--- src/rtl/sequential_divider_if.sv ---
// Start/operand request and result bundle for the sequential divider.
interface sequential_divider_if #(
    parameter int unsigned WIDTH = 32
);
    logic             start;
    logic [WIDTH-1:0] a;
    logic [WIDTH-1:0] b;
    logic             busy;
    logic             done;
    logic [WIDTH-1:0] quotient;
    logic [WIDTH-1:0] remainder;
    logic             div_by_zero;

    modport master (
        output start, a, b,
        input  busy, done, quotient, remainder, div_by_zero
    );

    modport slave (
        input  start, a, b,
        output busy, done, quotient, remainder, div_by_zero
    );
endinterface

--- src/rtl/sequential_divider.sv ---
// Multi-cycle signed restoring divider: one quotient bit per clock on magnitudes,
// then a sign-fix step; quotient truncates toward zero, remainder follows the dividend.
module sequential_divider #(
    parameter int unsigned WIDTH = 32
) (
    input  logic                 clk,
    input  logic                 rst,
    sequential_divider_if.slave  bus
);
    localparam int unsigned CW = $clog2(WIDTH + 1);

    typedef enum logic [1:0] {IDLE, CALC, FIX, DONE} state_e;

    state_e           state_q;
    logic [WIDTH-1:0] rem_q;
    logic [WIDTH-1:0] quo_q;
    logic [WIDTH-1:0] dvs_q;
    logic             sa_q;
    logic             sb_q;
    logic [CW-1:0]    cnt_q;
    logic             busy_q;
    logic             done_q;
    logic             dbz_q;
    logic [WIDTH-1:0] quotient_q;
    logic [WIDTH-1:0] remainder_q;

    logic [WIDTH:0]   shifted;
    logic [WIDTH-1:0] rem_d;
    logic [WIDTH-1:0] quo_d;
    logic [WIDTH-1:0] a_mag;
    logic [WIDTH-1:0] b_mag;
    logic [WIDTH-1:0] quo_fix;
    logic [WIDTH-1:0] rem_fix;

    // One restoring step; the shifted partial remainder carries an extra bit so it never overflows.
    always_comb begin
        shifted = {rem_q, quo_q[WIDTH-1]};
        rem_d   = shifted[WIDTH-1:0];
        quo_d   = {quo_q[WIDTH-2:0], 1'b0};
        if (shifted >= {1'b0, dvs_q}) begin
            rem_d    = WIDTH'(shifted - {1'b0, dvs_q});
            quo_d[0] = 1'b1;
        end
    end

    assign a_mag   = bus.a[WIDTH-1] ? (~bus.a + WIDTH'(1)) : bus.a;
    assign b_mag   = bus.b[WIDTH-1] ? (~bus.b + WIDTH'(1)) : bus.b;
    assign quo_fix = (sa_q ^ sb_q) ? (~quo_q + WIDTH'(1)) : quo_q;
    assign rem_fix = sa_q ? (~rem_q + WIDTH'(1)) : rem_q;

    always_ff @(posedge clk) begin
        if (rst) begin
            state_q     <= IDLE;
            rem_q       <= '0;
            quo_q       <= '0;
            dvs_q       <= '0;
            sa_q        <= 1'b0;
            sb_q        <= 1'b0;
            cnt_q       <= '0;
            busy_q      <= 1'b0;
            done_q      <= 1'b0;
            dbz_q       <= 1'b0;
            quotient_q  <= '0;
            remainder_q <= '0;
        end else begin
            done_q <= 1'b0;
            unique case (state_q)
                // DONE accepts a new start exactly like IDLE for back-to-back operation.
                IDLE, DONE: begin
                    state_q <= IDLE;
                    if (bus.start) begin
                        quo_q <= a_mag;
                        dvs_q <= b_mag;
                        rem_q <= '0;
                        sa_q  <= bus.a[WIDTH-1];
                        sb_q  <= bus.b[WIDTH-1];
                        cnt_q <= '0;
                        if (bus.b != '0) begin
                            state_q <= CALC;
                            busy_q  <= 1'b1;
                        end else begin
                            state_q     <= DONE;
                            done_q      <= 1'b1;
                            dbz_q       <= 1'b1;
                            quotient_q  <= '1;
                            remainder_q <= bus.a;
                        end
                    end
                end
                CALC: begin
                    rem_q <= rem_d;
                    quo_q <= quo_d;
                    cnt_q <= cnt_q + CW'(1);
                    if (cnt_q == CW'(WIDTH - 1)) begin
                        state_q <= FIX;
                    end
                end
                FIX: begin
                    quotient_q  <= quo_fix;
                    remainder_q <= rem_fix;
                    dbz_q       <= 1'b0;
                    done_q      <= 1'b1;
                    busy_q      <= 1'b0;
                    state_q     <= DONE;
                end
                default: state_q <= IDLE;
            endcase
        end
    end

    assign bus.busy        = busy_q;
    assign bus.done        = done_q;
    assign bus.quotient    = quotient_q;
    assign bus.remainder   = remainder_q;
    assign bus.div_by_zero = dbz_q;
endmodule

--- src/flat_wrapper.sv ---
// flat-port wrapper written by rule: the top's interface ports become plain ports
module sequential_divider_flat 
#(
    parameter int unsigned WIDTH = 32
)
  (clk, rst, bus_start, bus_a, bus_b, bus_busy, bus_done, bus_quotient, bus_remainder, bus_div_by_zero);
  sequential_divider_if #(.WIDTH(WIDTH)) bus_i ();
  input  logic clk;
  input  logic rst;
  input wire logic [$bits(bus_i.start)-1:0] bus_start;
  input wire logic [$bits(bus_i.a)-1:0] bus_a;
  input wire logic [$bits(bus_i.b)-1:0] bus_b;
  output wire logic [$bits(bus_i.busy)-1:0] bus_busy;
  output wire logic [$bits(bus_i.done)-1:0] bus_done;
  output wire logic [$bits(bus_i.quotient)-1:0] bus_quotient;
  output wire logic [$bits(bus_i.remainder)-1:0] bus_remainder;
  output wire logic [$bits(bus_i.div_by_zero)-1:0] bus_div_by_zero;
  assign bus_i.start = bus_start;
  assign bus_i.a = bus_a;
  assign bus_i.b = bus_b;
  assign bus_busy = bus_i.busy;
  assign bus_done = bus_i.done;
  assign bus_quotient = bus_i.quotient;
  assign bus_remainder = bus_i.remainder;
  assign bus_div_by_zero = bus_i.div_by_zero;
  sequential_divider #(.WIDTH(WIDTH)) u_core (.clk(clk), .rst(rst), .bus(bus_i));
endmodule
--- config.mk ---
export PLATFORM = sky130hd
export DESIGN_NAME = sequential_divider_flat
export DESIGN_NICKNAME = d
export VERILOG_FILES = /design/src/rtl/sequential_divider_if.sv /design/src/rtl/sequential_divider.sv /design/src/flat_wrapper.sv
export SDC_FILE = /design/constraint.sdc
export NUM_CORES = 1
export LEC_CHECK = 0
export ABC_AREA = 1
export BUFFER_PORTS_ARGS = -buffer_cell sky130_fd_sc_hd__buf_2
export CORE_MARGIN = 10
export CORE_UTILIZATION = 30
export CTS_CLUSTER_SIZE = 10
export DETAILED_ROUTE_END_ITERATION = 8
export HOLD_SLACK_MARGIN = 0.02
export PLACE_DENSITY = 0.54
export RECOVER_POWER = 50
export SYNTH_ARGS = -nofsm -noshare
export SYNTH_HDL_FRONTEND = slang
export SYNTH_SLANG_ARGS = --single-unit
--- constraint.sdc ---
create_clock -name clk -period 3.3 [get_ports clk]
set_clock_uncertainty 0.05 [all_clocks]
set_input_delay 0.495 -clock clk [delete_from_list [all_inputs] [get_ports clk]]
set_output_delay 0.495 -clock clk [all_outputs]
set_load 0.01 [all_outputs]
; ---- Word-level counts from Yosys, hierarchy flattened
; Cells that the tools add are included.
[op_classes]
addsub = 6
magnitude_cmp = 1
n_eq_ne = 8
n_mux = 31
bitwise = 5
n_reduce_logical = 9
[op_table]
columns = operator, n
row1 = 32-bit 2-to-1 mux, 11
row2 = 32-bit one-hot mux with 2 select lines, 4
row3 = 32-bit by 1-bit adder with 32-bit output (second input constant), 4
row4 = 32-bit inverter, 4
row5 = 33-bit by 32-bit >= comparator with 1-bit output, 1
row6 = 32-bit nonzero test, 1
row7 = 32-bit subtractor, 1
row8 = 6-bit one-hot mux with 2 select lines, 1
row9 = 1-bit 2-to-1 mux, 7
row10 = 6-bit by 1-bit adder with 6-bit output (second input constant), 1
row11 = 6-bit by 5-bit == test with 1-bit output (second input constant), 1
row12 = 2-bit 2-to-1 mux, 3
row13 = 6-bit 2-to-1 mux, 1
row14 = 1-bit one-hot mux with 2 select lines, 3
row15 = 2-bit one-hot mux with 3 select lines, 1
row16 = 3-bit AND reduction, 2
row17 = 2-bit == test (second input constant), 2
row18 = 2-bit by 1-bit inequality test with 1-bit output (second input constant), 2
row19 = 2-bit inequality test (second input constant), 2
row20 = 2-bit AND reduction, 2
row21 = 2-bit nonzero test, 2
row22 = 2-bit by 1-bit == test with 1-bit output (second input constant), 1
row23 = 2-bit zero test, 1
row24 = 2-bit OR reduction, 1
row25 = 1-bit XOR, 1
[totals]
ff_bits = 173
input_bits = 67
out_inout_bits = 67
elab_cells = 72

; ---- Depth between registers and ports, before layout
; Gate-level depths: netlist of run 1.
[depth]
depth_word = 5
depth_mapped = 16
depth_no_buf = 16

; ---- Worst setup path after synthesis of run 1
; No wires, ideal clock.
[synth_path]
path_kind = input port to flip-flop
start = input bus_b[0]
end = register u_core.remainder_q[18] (netlist: u_core.bus.remainder[18])
setup_time_ns = 0.109
arrival_ns = 1.818
required_time_ns = 3.141
setup_slack_ns = 1.323
stages = 13
n_path_buf = 2
cell_sequence = inv_1 -> ha_1 -> nand4_4 -> nor2_4 -> nand4_2 -> nor2_2 -> nand2_2 -> nand2_4 -> buf_8 -> buf_6 -> o211ai_1 -> nand2_1 -> inv_1
[synth_between]
elab_chain_cells = 3
[synth_lines]
columns = element, line
row1 = start: declaration, flat_wrapper.sv:12  ; input wire logic [$bits(bus_i.b)-1:0] bus_b;
row2 = 32-bit nonzero test, sequential_divider.sv:78  ; if (bus.b != '0) begin
row3 = 2-bit inequality test (no line), -
row4 = 3-bit AND reduction (no line), -
row5 = end signal: assignment, sequential_divider.sv:86  ; remainder_q <= bus.a;
row6 = end signal: assignment, sequential_divider.sv:100  ; remainder_q <= rem_fix;
row7 = end: declaration, sequential_divider.sv:25  ; logic [WIDTH-1:0] remainder_q;
; No other way between the ends.
; A chain may end at the register's enable or synchronous reset.

; ---- Worst setup path after layout of run 1
[layout_path]
start = register u_core.state_q[0]
end = register u_core.cnt_q[5]
[layout_between]
elab_chain_cells = 4
word_cells_on_any_way = 8
cone_classes = eq/ne: 3 / mux: 1 / reduce/logical: 4
[layout_lines]
columns = element, line
row1 = start: declaration, sequential_divider.sv:14  ; state_e state_q;
row2 = start signal: assignment, sequential_divider.sv:53  ; state_q <= IDLE;
row3 = start signal: assignment, sequential_divider.sv:70  ; state_q <= IDLE;
row4 = start signal: assignment, sequential_divider.sv:79  ; state_q <= CALC;
row5 = 2-bit == test / 2-bit zero test (equally long branches), sequential_divider.sv:67  ; unique case (state_q)
row6 = 2-bit OR reduction, sequential_divider.sv:67
row7 = 2-bit inequality test (no line) / 2-bit nonzero test (equally long branches), -
row8 = 2-bit AND reduction (no line), -
row9 = end signal: assignment, sequential_divider.sv:93  ; cnt_q <= cnt_q + CW'(1);
row10 = end: declaration, sequential_divider.sv:20  ; logic [CW-1:0] cnt_q;
; Parallel ways exist; a longest one is shown, timed or not.

==> metrics.md, run 1 <==
| Metric | Value |
|---|---|
| Status | finished, final reports clean |
| Critical Path RT | 3.63 ns |
| Layout area overhead | 12.2% |
| 1st-iter DRT viols | 1217 |
| #FFs+latches synth | 173 |
| Post-CTS setup buffer count | 0 |
| Drt first pass iters | 6 |
| ANT nets after route | 0 |
| Synth area leaders | dfxtp_1 (26%), nand2_1 (16%), inv_1 (9.2%), nand3_1 (8.2%), nor2_1 (6.3%) |
| Largest family of logic cells by synthesized area | simple AND/OR/NAND/NOR gates |
| CP Max Fanout | 21 |
| Most common cell in the netlist | nand2_1 |
| Synthesized area per cell | 6.01 um^2 |
| Startpoint Class | flip-flop |
| Die X | 231 um |
| Worst VDD drop | 421 uV |
| Hold Vio Cnt, Final | 0 |
| Crit path from | u_core.state_q[0] |
| Io pins | 134 |
| NumNets Final | 2416 |
| Synthesized area | 13400 um^2 |
| H-tree level count | 4 |
| Vias per inst | 4.96 |
| ANT cells | 0 |
| Worst r2r dst | u_core.cnt_q[5] |
| Mux contribution to synthesized area | 0% |
| Ys async rst share | 0% |
| Multi-input gate area in the final layout | 8190 um^2 |
| CTS tree | built |
| Clock sinks | 173 |
| Final WL | 49100 um |
| Critical path endpoint | u_core.cnt_q[5] |
| Hold slack | 0.265 ns |
| Filler Cell Count | 5089 |
| Synth unique cells | 55 |
| RePlAce Congestion | 0.926 |
| Syn Inst Count | 2224 |
| Final WS setup | 0.436 ns |
| Remaining Overflow, GRT | 0 |
| Final HPWL DP | 38800 um |
| Final setup violation count | 0 |
| Cell Rows | 77 |
| Fmax | 349 MHz |
| Worst reg2reg path depth | 9 |
| Critical path class | flip-flop to flip-flop |
| Worst EP arrival | 3.19 ns |
| Post-route DRC | 0 |
| Post-CTS Hold Fix Bufs | 0 |
| Synth Area in Simple Gates | 36.8% |
| Storage cell area | 3460 um^2 |
| Register area share after synthesis | 25.9% |
| Syn_nets | 2331 |
| Maxcap violations | 0 |
| Synthesis Warnings | 0 |
| R2r setup slk | 0.44 ns |
| Type of the worst min-delay path | input port to flip-flop |
| Pre-CTS setup slack | 0.533 ns |
| RSZ-0062 raised after global routing | false |
| XOR/XNOR share of the synthesized area | 3.21% |
| Routed via count | 14500 |
| Die height | 231 um |
| First-pass GRT wire length | 77100 um |
| Compound-cell area share of the yosys netlist | 17.5% |
| Crit path capture type | flip-flop |
| P per Cell Area | 674 nW/um^2 |
| Vias in the first global route | 13700 |
| Worst skew pair latency | 0.47 ns |
| Antenna violations before repair | 0 |
| Slew Limit Fails | 0 |
| Max transition margin | 30.1% |
| Worst hold path depth | 3 |
| Worst slew pin tran | 1.05 ns |
| Cell taking the most area after synthesis | dfxtp_1 |
| Final period util | 86.8% |
| Clock buffer count from CTS | 17 |
| Post-route minimum period | 2.86 ns |
| Clock transition at path regs | 0.07 ns |
| Area after DPL | 14500 um^2 |
| Area share of the largest cell type after synthesis | 25.9% |
| Post-cts gate resize count | 0 |
| Clk root buf | clkbuf_16 |
| Post-route cell area | 15000 um^2 |
| Share of cells above drive strength 1 | 8.01% |
| Leak | 7.13 nW |
| Top_reg_cell synth | dfxtp_1 |
| Largest buffer count on any clock path | 2 |
| Total track usage | 18.1% |
| Largest net degree at the start of global routing | 87 |
| Die area | 53400 um^2 |
| Top post-synthesis cells by count | nand2_1 (578), inv_1 (326), nor2_1 (223) |
| Number of enable flip-flop cells after synthesis | 0 |
| Core region area | 44100 um^2 |
| Initial Util | 30.3% |
| WL per Instance | 16.9 um |
| Synth Area in Adders | 3.80% |
| Setup TNS | 0 ns |
| Port bufs | 133 |
| Reg-to-reg startpoint | u_core.state_q[0] |
==> stage by stage <==
stage	util, %	power [mW]	std cells
global route	34.0	10.9	2913
floorplan	-	6.42	2224
CTS	34.2	10.2	2913
finish	34.0	10.1	2913
detailed placement	32.9	7.96	2882
global placement	32.9	7.94	2882
==> report_power, final <==
group          total, mW  leakage [nW]  internal, mW  switching (mW)
Sequential          2.86          1.41          2.51           0.351
Clock               2.19         0.294          1.21           0.982
Combinational       5.06          5.43          1.47            3.58
==> cell usage in the layout (no fill, tap or decap), drive strengths merged, types with 7 or more instances in the layout <==
cell and n:
nand2 587, inv 340, nor2 236, nand3 223, dfxtp 173, a21oi 165, o21ai 156, clkbuf 87
buf 83, ha 39, xor2 32, a31oi 31, nand4 29, nor3 28, a22oi 17, xnor2 17
o211ai 16, nand3b 9, or2 8, o221ai 7
==> worst min-delay path by stage <==
stage                             startpoint                  endpoint
finish                             bus_b[23]          u_core.dvs_q[23]
global route                        bus_a[5]   u_core.bus.remainder[5]
CTS                                bus_b[23]          u_core.dvs_q[23]
detailed placement  u_core.bus.remainder[28]  u_core.bus.remainder[28]
global placement             u_core.bus.busy           u_core.bus.busy
floorplan                   u_core.dvs_q[31]          u_core.dvs_q[31]
==> layer usage <==
layer / vias to the layer above / wire [um] / global-route usage, %
li1: 7389 / - / -
met1: 6576 / 23300 / 24.6
met2: 432 / 21900 / 28.6
met3: 64 / 2800 / 2.81
met4: 0 / 1170 / 5.96
met5: - / 0 / 0
==> flip-flops by register name (all words and copies together), names as in the netlist <==
register / count
u_core.bus.busy: 1
u_core.bus.div_by_zero: 1
u_core.bus.done: 1
u_core.bus.quotient: 32
u_core.bus.remainder: 32
u_core.cnt_q: 6
u_core.dvs_q: 32
u_core.quo_q: 32
u_core.rem_q: 32
u_core.sa_q: 1
u_core.sb_q: 1
u_core.state_q: 2
==> worst max-delay path: stages, from the launching register on <==
cell and delay, ns:
dfxtp_1 0.35, inv_1 0.05, ha_2 0.29, nand2_1 0.08, clkbuf_1 0.60, nor2_1 0.13
clkbuf_2 0.37, inv_1 0.44, nand2_1 0.18, nor3b_1 0.24
==> cell families (layout without fill, tap and decap cells) <==
family,Yosys count,after routing
AO/OA/AOI/OAI,408,408
buffers and inverters,421,518
flip-flops,173,173
XOR/XNOR,49,49
AND/OR/NAND/NOR,1133,1133
adder cells (fa/ha/maj),40,40
==> final cells by class <==
| class | instances | share of cell area [%] |
|---|---|---|
| Clock inverter | 13 | 1.19 |
| Multi-Input combinational cell | 1630 | 54.6 |
| Clock buffer | 18 | 2.86 |
| Sequential cell | 173 | 23.1 |
| Tap cell | 592 | 4.94 |
| Inverter | 335 | 8.38 |
| Timing Repair Buffer | 152 | 4.97 |
Note: power is estimated with default switching activity, not from simulation.
==> inputs of run 2 (changes only) <==
- CELL_PAD_IN_SITES_DETAIL_PLACEMENT: default -> 1
- CELL_PAD_IN_SITES_GLOBAL_PLACEMENT: default -> 2
- PLACE_DENSITY: 0.54 -> 0.85
- SLEW_MARGIN: default -> 10
==> run 2 against run 1 <==
Flip-flop and latch count is the same. Maximum frequency grew 3.0%. Via count grew 2.6%. Die area is the same. Final area shrank 0.17%. Non-clock buffer count grew 5. First-iteration DRC count shrank 15%. Final cell count grew 0.24%. Sequential share of layout area is essentially flat. Combinational power grew 5.7%. Register-to-register slack gained 0.08 ns. Critical endpoint is now u_core.bus.quotient[30]. Largest cell class unchanged. Largest power group unchanged.
==> metrics.md, run 2 (same netlist as run 1, synthesis figures left out) <==
| Metric | Value |
|---|---|
| Worst reg2reg path depth | 10 (+1) |
| Core region area | 44100 um^2 (unchanged) |
| Total placed cells including tap cells | 2887 (+0.17%) |
| Total track usage | 20.0% (+1.9 points) |
| Logic pwr share | 52.3% (+2.3 points) |
| Worst r2r dst | u_core.bus.quotient[30] |
| RePlAce Congestion | 0.934 (+0.86%) |
| Post-CTS Hold Fix Bufs | 0 (unchanged) |
| Hold Vio Cnt, Final | 0 (unchanged) |
| Clk pwr share | 19.7% (-2.0 points) |
| Seq pwr share | 27.9% (-0.4 points) |
| Antenna violations before repair | 2 (+2) |
| Net Sw Power | 5.13 mW (+4.4%) |
| Die X | 231 um (unchanged) |
| Power Internal | 5.08 mW (-2.2%) |
| Die area | 53400 um^2 (unchanged) |
| Final WS setup | 0.520 ns (+0.0847 ns) |
| Status | finished, final reports clean |
| Share of cells above drive strength 1 | 8.21% (+0.19 points) |
| Port bufs | 133 (unchanged) |
| Setup TNS | 0 ns (unchanged) |
| Critical path class | flip-flop to flip-flop |
| Fmax | 360 MHz (+3.0%) |
| Routed via count | 14800 (+2.6%) |
| Most used cell, CP | inv_1 |
| Worst skew pair latency | 0.46 ns (about the same) |
| Final period util | 84.2% (-2.6 points) |
| Cell Rows | 77 (unchanged) |
| Post-cts gate resize count | 0 (unchanged) |
| Critical Path RT | 3.62 ns (about the same) |
| Hold Path End | u_core.dvs_q[23] |
| R2r setup slk | 0.52 ns (+0.08 ns) |
| ANT nets after route | 0 (unchanged) |
| RSZ-0062 raised after global routing | false |
| Worst VDD drop | 545 uV (+30%) |
| P per Cell Area | 682 nW/um^2 (+1.2%) |
| Die height | 231 um (unchanged) |
| Commonest non-fill, non-tap cells in the layout | nand2_1 (578), inv_1 (328), nor2_1 (224) |
| Vias in the first global route | 14900 (+8.8%) |
| Commonest non-fill, non-tap cell in the layout | nand2_1 |
| Drt first pass iters | 5 (-1) |
| Post-route minimum period | 2.78 ns (-0.0847 ns) |
| Startpoint Class | flip-flop |
| Crit path capture type | flip-flop |
| Worst EP arrival | 3.10 ns (-0.09 ns) |
| Type of the worst min-delay path | input port to flip-flop |
| Clk root buf | clkbuf_16 |
| Hold_sp | bus_b[23] |
| CP delay by family, top | buffers and inverters |
| Io pins | 134 (unchanged) |
| Clock buffer count from CTS | 17 (unchanged) |
| Critical path's slowest cell | clkbuf_2 |
| CTS tree | built |
| Fin cells | 2920 (+0.24%) |
| Largest net degree at the start of global routing | 69 (-21%) |
| WL per Instance | 18.5 um (+9.5%) |
| NumNets Final | 2421 (+0.21%) |
| Worst path cell trace | inv_1 > ha_1 > clkbuf_2 > inv_1 > buf_4 > a21oi_1 > buf_4 > o211ai_1 > nand2_1 > inv_1 |
| Largest buffer count on any clock path | 2 (unchanged) |
| Post-route DRC | 0 (unchanged) |
| CP Max Fanout | 48 (+130%) |
| First-pass GRT wire length | 84800 um (+10%) |
| Area after DPL | 14600 um^2 (+0.34%) |
| Maxcap violations | 0 (unchanged) |
| Initial Util | 30.3% (unchanged) |
| H-tree level count | 4 (unchanged) |
| Clock sinks | 173 (unchanged) |
| Post-route cell area | 15000 um^2 (-0.17%) |
| Final HPWL DP | 43500 um (+12%) |
| Slew Limit Fails | 0 (unchanged) |
| Remaining Overflow, GRT | 0 (unchanged) |
| 1st-iter DRT viols | 1034 (-15%) |
| Reg-to-reg startpoint | u_core.state_q[0] |
| Buffer and inverter count on the worst path | 6 (+2) |
| Final setup violation count | 0 (unchanged) |
| Layout area overhead | 12.0% |
| Post-CTS setup buffer count | 0 (unchanged) |
| Clock transition at path regs | 0.07 ns (about the same) |
| Leak | 7.15 nW (+0.24%) |
| Pre-CTS setup slack | 0.383 ns (-0.149 ns) |
| Max transition margin | 16.3% (-14 points) |
| Worst hold path depth | 3 (unchanged) |
| Worst slew pin tran | 1.25 ns (+0.206 ns) |
| CP max stage delay | 0.89 ns (+0.29 ns) |
| Switching power share of the total | 50.2% (+1.6 points) |
| Vias per inst | 5.08 (+2.3%) |
| Final WL | 53900 um (+9.8%) |
==> run 2: cell types whose count changed in the layout (fill, tap and decap cells not counted), sizes merged, moves of 2 or more <==
cell / change
clkinv: +7
bufinv: -2
inv: -3
buf: +4
==> run 2: worst reg2reg max path, cell delays in order (launching register included) <==
cell	delay, ns
dfxtp_1	0.33
inv_1	0.07
ha_1	0.16
clkbuf_2	0.89
inv_1	0.14
buf_4	0.34
a21oi_1	0.26
buf_4	0.23
o211ai_1	0.11
nand2_1	0.07
inv_1	0.04
==> run 2: worst max-delay path by stage <==
| stage | startpoint | end | cells past startpoint |
|---|---|---|---|
| after global placement | bus_b[0] | u_core.bus.remainder[27] | 13 |
| after detailed placement | bus_b[0] | u_core.bus.remainder[29] | 12 |
| after floorplan | bus_b[0] | u_core.bus.remainder[18] | 13 |
| after CTS | u_core.dvs_q[22] | u_core.rem_q[30] | 11 |
| after global routing | u_core.state_q[0] | u_core.bus.remainder[30] | 10 |
| final | u_core.state_q[0] | u_core.bus.quotient[30] | 10 |
==> run 2: per-stage QoR <==
stage               hold slack (ns)  utilization [%]  power [mW]
floorplan                     0.400                -        6.42
global placement              0.405             33.0        8.11
detailed placement            0.416             33.0        8.23
CTS                           0.253             34.2        10.3
global route                  0.276             33.9        11.0
finish                        0.269             33.9        10.2
==> run 2: final cells by class <==
cell class                 count  area, um^2
antenna                        1        2.50
clock buffer                  18         439
clock inverter                14         116
fill                        5962       29100
inverter                     335        1260
multi-input combinational   1630        8160
sequential                   173        3460
tap                          592         741
timing repair buffer         157         795
==> run 2: layer usage <==
layer  global-route usage [%]  wire (um)  part of all wire (%)
met3                     3.38       2240                   4.2
met5                        0          0                     0
met4                     4.60        758                   1.4
met2                     31.9      24200                    45
met1                     27.5      26700                    50
==> run 2: power groups by stage <==
| stage | logic [mW] | registers [mW] | clock network, mW |
|---|---|---|---|
| after floorplan | 3.58 | 2.84 | 0 |
| after global placement | 5.24 | 2.87 | 0 |
| after detailed placement | 5.34 | 2.89 | 0 |
| after CTS | 5.38 | 2.85 | 2.06 |
| after global routing | 5.97 | 2.91 | 2.14 |
| final | 5.35 | 2.86 | 2.01 |
==> inputs of run 3 (changes only) <==
- clock period: 3.3 -> 2.9 ns (I/O delays scaled with it)
==> run 3 against run 2 <==
Die area stayed put. Non-clock buffer count is 12 higher. Sequential power is 14% higher.
==> metrics.md, run 3 (same netlist as run 1, synthesis figures left out) <==
| Metric | Value |
|---|---|
| Seq pwr share | 27.7% (-0.2 points) |
| Worst slew pin tran | 0.726 ns (-0.528 ns) |
| Commonest non-fill, non-tap cell in the layout | nand2_1 |
| Met1 Track Usage GR | 27.7% (+0.25 points) |
| RSZ-0062 raised after global routing | false |
| Commonest non-fill, non-tap cells in the layout | nand2_1 (579), inv_1 (326), nor2_1 (223) |
| RePlAce Congestion | 0.944 (+1.1%) |
| Post-CTS setup buffer count | 0 (unchanged) |
| Final HPWL DP | 44200 um (+1.6%) |
| Remaining Overflow, GRT | 0 (unchanged) |
| Cell Rows | 77 (unchanged) |
| 1st-iter DRT viols | 939 (-9.2%) |
| Storage cell area | 3460 um^2 (unchanged) |
| Hold slack | 0.219 ns (-0.0498 ns) |
| Clock buffer count from CTS | 17 (unchanged) |
| Worst reg2reg path depth | 9 (-1) |
| Met3 Resource Use GR | 2.61% (-0.77 points) |
| Total track usage | 20.0% (+0.091 points) |
| Port bufs | 133 (unchanged) |
| ANT cells | 0 (-1) |
| Largest buffer count on any clock path | 2 (unchanged) |
| Final setup violation count | 0 (unchanged) |
| Maxcap violations | 0 (unchanged) |
| Antenna violations before repair | 1 (-1) |
| Power Internal | 5.86 mW (+15%) |
| Post-cts gate resize count | 0 (unchanged) |
| Type of the worst min-delay path | input port to flip-flop |
| H-tree level count | 4 (unchanged) |
| Leak | 7.20 nW (+0.69%) |
| Critical Path RT | 3.19 ns (-0.43 ns) |
| Hold Vio Cnt, Final | 0 (unchanged) |
| Reg-to-reg startpoint | u_core.state_q[0] |
| Logic pwr share | 52.3% (about the same) |
| Vias per inst | 5.10 (+0.41%) |
| CTS tree | built |
| Die X | 231 um (unchanged) |
| Initial Util | 30.3% (unchanged) |
| Post-CTS Hold Fix Bufs | 0 (unchanged) |
| Drt first pass iters | 5 (unchanged) |
| CP Max Fanout | 32 (-33%) |
| Vias in the first global route | 15300 (+2.4%) |
| Clk root buf | clkbuf_16 |
| Status | finished, final reports clean |
| Worst r2r dst | u_core.quo_q[30] |
| Fmax | 383 MHz (+6.5%) |
| Worst skew pair latency | 0.46 ns (about the same) |
| Net Sw Power | 5.92 mW (+15%) |
| Post-route minimum period | 2.61 ns (-0.170 ns) |
| M2 GR Usage | 32.2% (+0.34 points) |
| Clock sinks | 173 (unchanged) |
| Clk pwr share | 20.0% (+0.3 points) |
| Die height | 231 um (unchanged) |
| Layout area overhead | 12.9% |
| ANT nets after route | 0 (unchanged) |
| Worst EP arrival | 2.90 ns (-0.20 ns) |
| Multi-input gate area in the final layout | 8200 um^2 (+0.49%) |
| Largest net degree at the start of global routing | 86 (+25%) |
| Post-route DRC | 0 (unchanged) |
| Final core occ | 34.2% (+0.26 points) |
| P per Cell Area | 781 nW/um^2 (+14%) |
| Filler Cell Count | 5969 (+0.12%) |
| Crit path capture type | flip-flop |
| Final WL | 54600 um (+1.3%) |
| Slew Limit Fails | 0 (unchanged) |
| Setup TNS | 0 ns (unchanged) |
| Routed via count | 15000 (+0.79%) |
| GR peak layer | met2 |
| Startpoint Class | flip-flop |
| Core region area | 44100 um^2 (unchanged) |
| NumNets Final | 2433 (+0.50%) |
| Worst hold path depth | 3 (unchanged) |
| Max transition margin | 51.6% (+35 points) |
| Worst VDD drop | 608 uV (+11%) |
| Hold_sp | bus_b[23] |
| Switching power share of the total | 50.2% (about the same) |
| Die area | 53400 um^2 (unchanged) |
| Io pins | 134 (unchanged) |
| Final period util | 90.0% (+5.8 points) |
| Hold Path End | u_core.dvs_q[23] |
| Clock transition at path regs | 0.08 ns (about the same) |
| First-pass GRT wire length | 85500 um (+0.84%) |
| Critical path class | flip-flop to flip-flop |
| Share of cells above drive strength 1 | 8.85% (+0.64 points) |
| R2r setup slk | 0.29 ns (-0.23 ns) |
| WL per Instance | 18.6 um (+0.90%) |
-- run 3: cell count changes in the layout (fill, tap and decap cells not counted), sizes merged --
cell	change
clkinv	-4
inv	+2
clkbuf	+2
clkinvlp	+1
buf	+11
diode	-1
-- run 3: worst max path at each step --
| stage | end | cells after the start | slack (ns) | from |
|---|---|---|---|---|
| floorplan | u_core.rem_q[28] | 14 | 0.93 | u_core.dvs_q[8] |
| global placement | u_core.rem_q[28] | 12 | 0.37 | u_core.dvs_q[4] |
| detailed placement | u_core.bus.remainder[30] | 14 | 0.30 | bus_b[0] |
| CTS | u_core.rem_q[28] | 13 | 0.28 | u_core.rem_q[9] |
| global route | u_core.rem_q[28] | 14 | 0.02 | u_core.dvs_q[14] |
| finish | u_core.quo_q[30] | 9 | 0.29 | u_core.state_q[0] |
-- run 3: power groups by stage --
stage | registers, mW | clock network [mW] | logic (mW)
after detailed placement | 3.30 | 0 | 6.15
after global placement | 3.28 | 0 | 6.04
final | 3.26 | 2.36 | 6.16
after CTS | 3.25 | 2.40 | 6.20
after floorplan | 3.23 | 0 | 4.07
after global routing | 3.31 | 2.49 | 6.86
-- run 3: layout make-up --
type,instances,share of cell area [%]
clock inverters,13,0.854
well taps,592,4.91
flip-flops and latches,173,22.9
clock buffers,19,3.00
multi-input cells,1630,54.4
inverters,335,8.33
repair buffers,169,5.60
-- run 3: routing by layer --
layer | up-vias | share of wire (%)
li1 | 7382 | -
met1 | 7253 | 49
met2 | 274 | 45
met3 | 42 | 3.9
met4 | 0 | 1.6
met5 | - | 0
-- run 3: metrics by stage --
stage                     total power, mW  setup WS, ns  std cells  cell area (um^2)
after floorplan                      7.31         0.929       2224             13400
after global placement               9.33         0.371       2899             14600
after detailed placement             9.45         0.300       2899             14600
after CTS                            11.9         0.282       2931             15200
after global routing                 12.7        0.0160       2931             15100
final                                11.8         0.290       2931             15100
-- run 3: critical path: stages (launching register included) --
cell and delay (ns):
dfxtp_1 0.36, inv_1 0.06, ha_2 0.31, nand2_1 0.24, inv_1 0.17, a21oi_4 0.20, clkbuf_2 0.61, inv_2 0.18
o21ai_0 0.24, a21oi_1 0.06
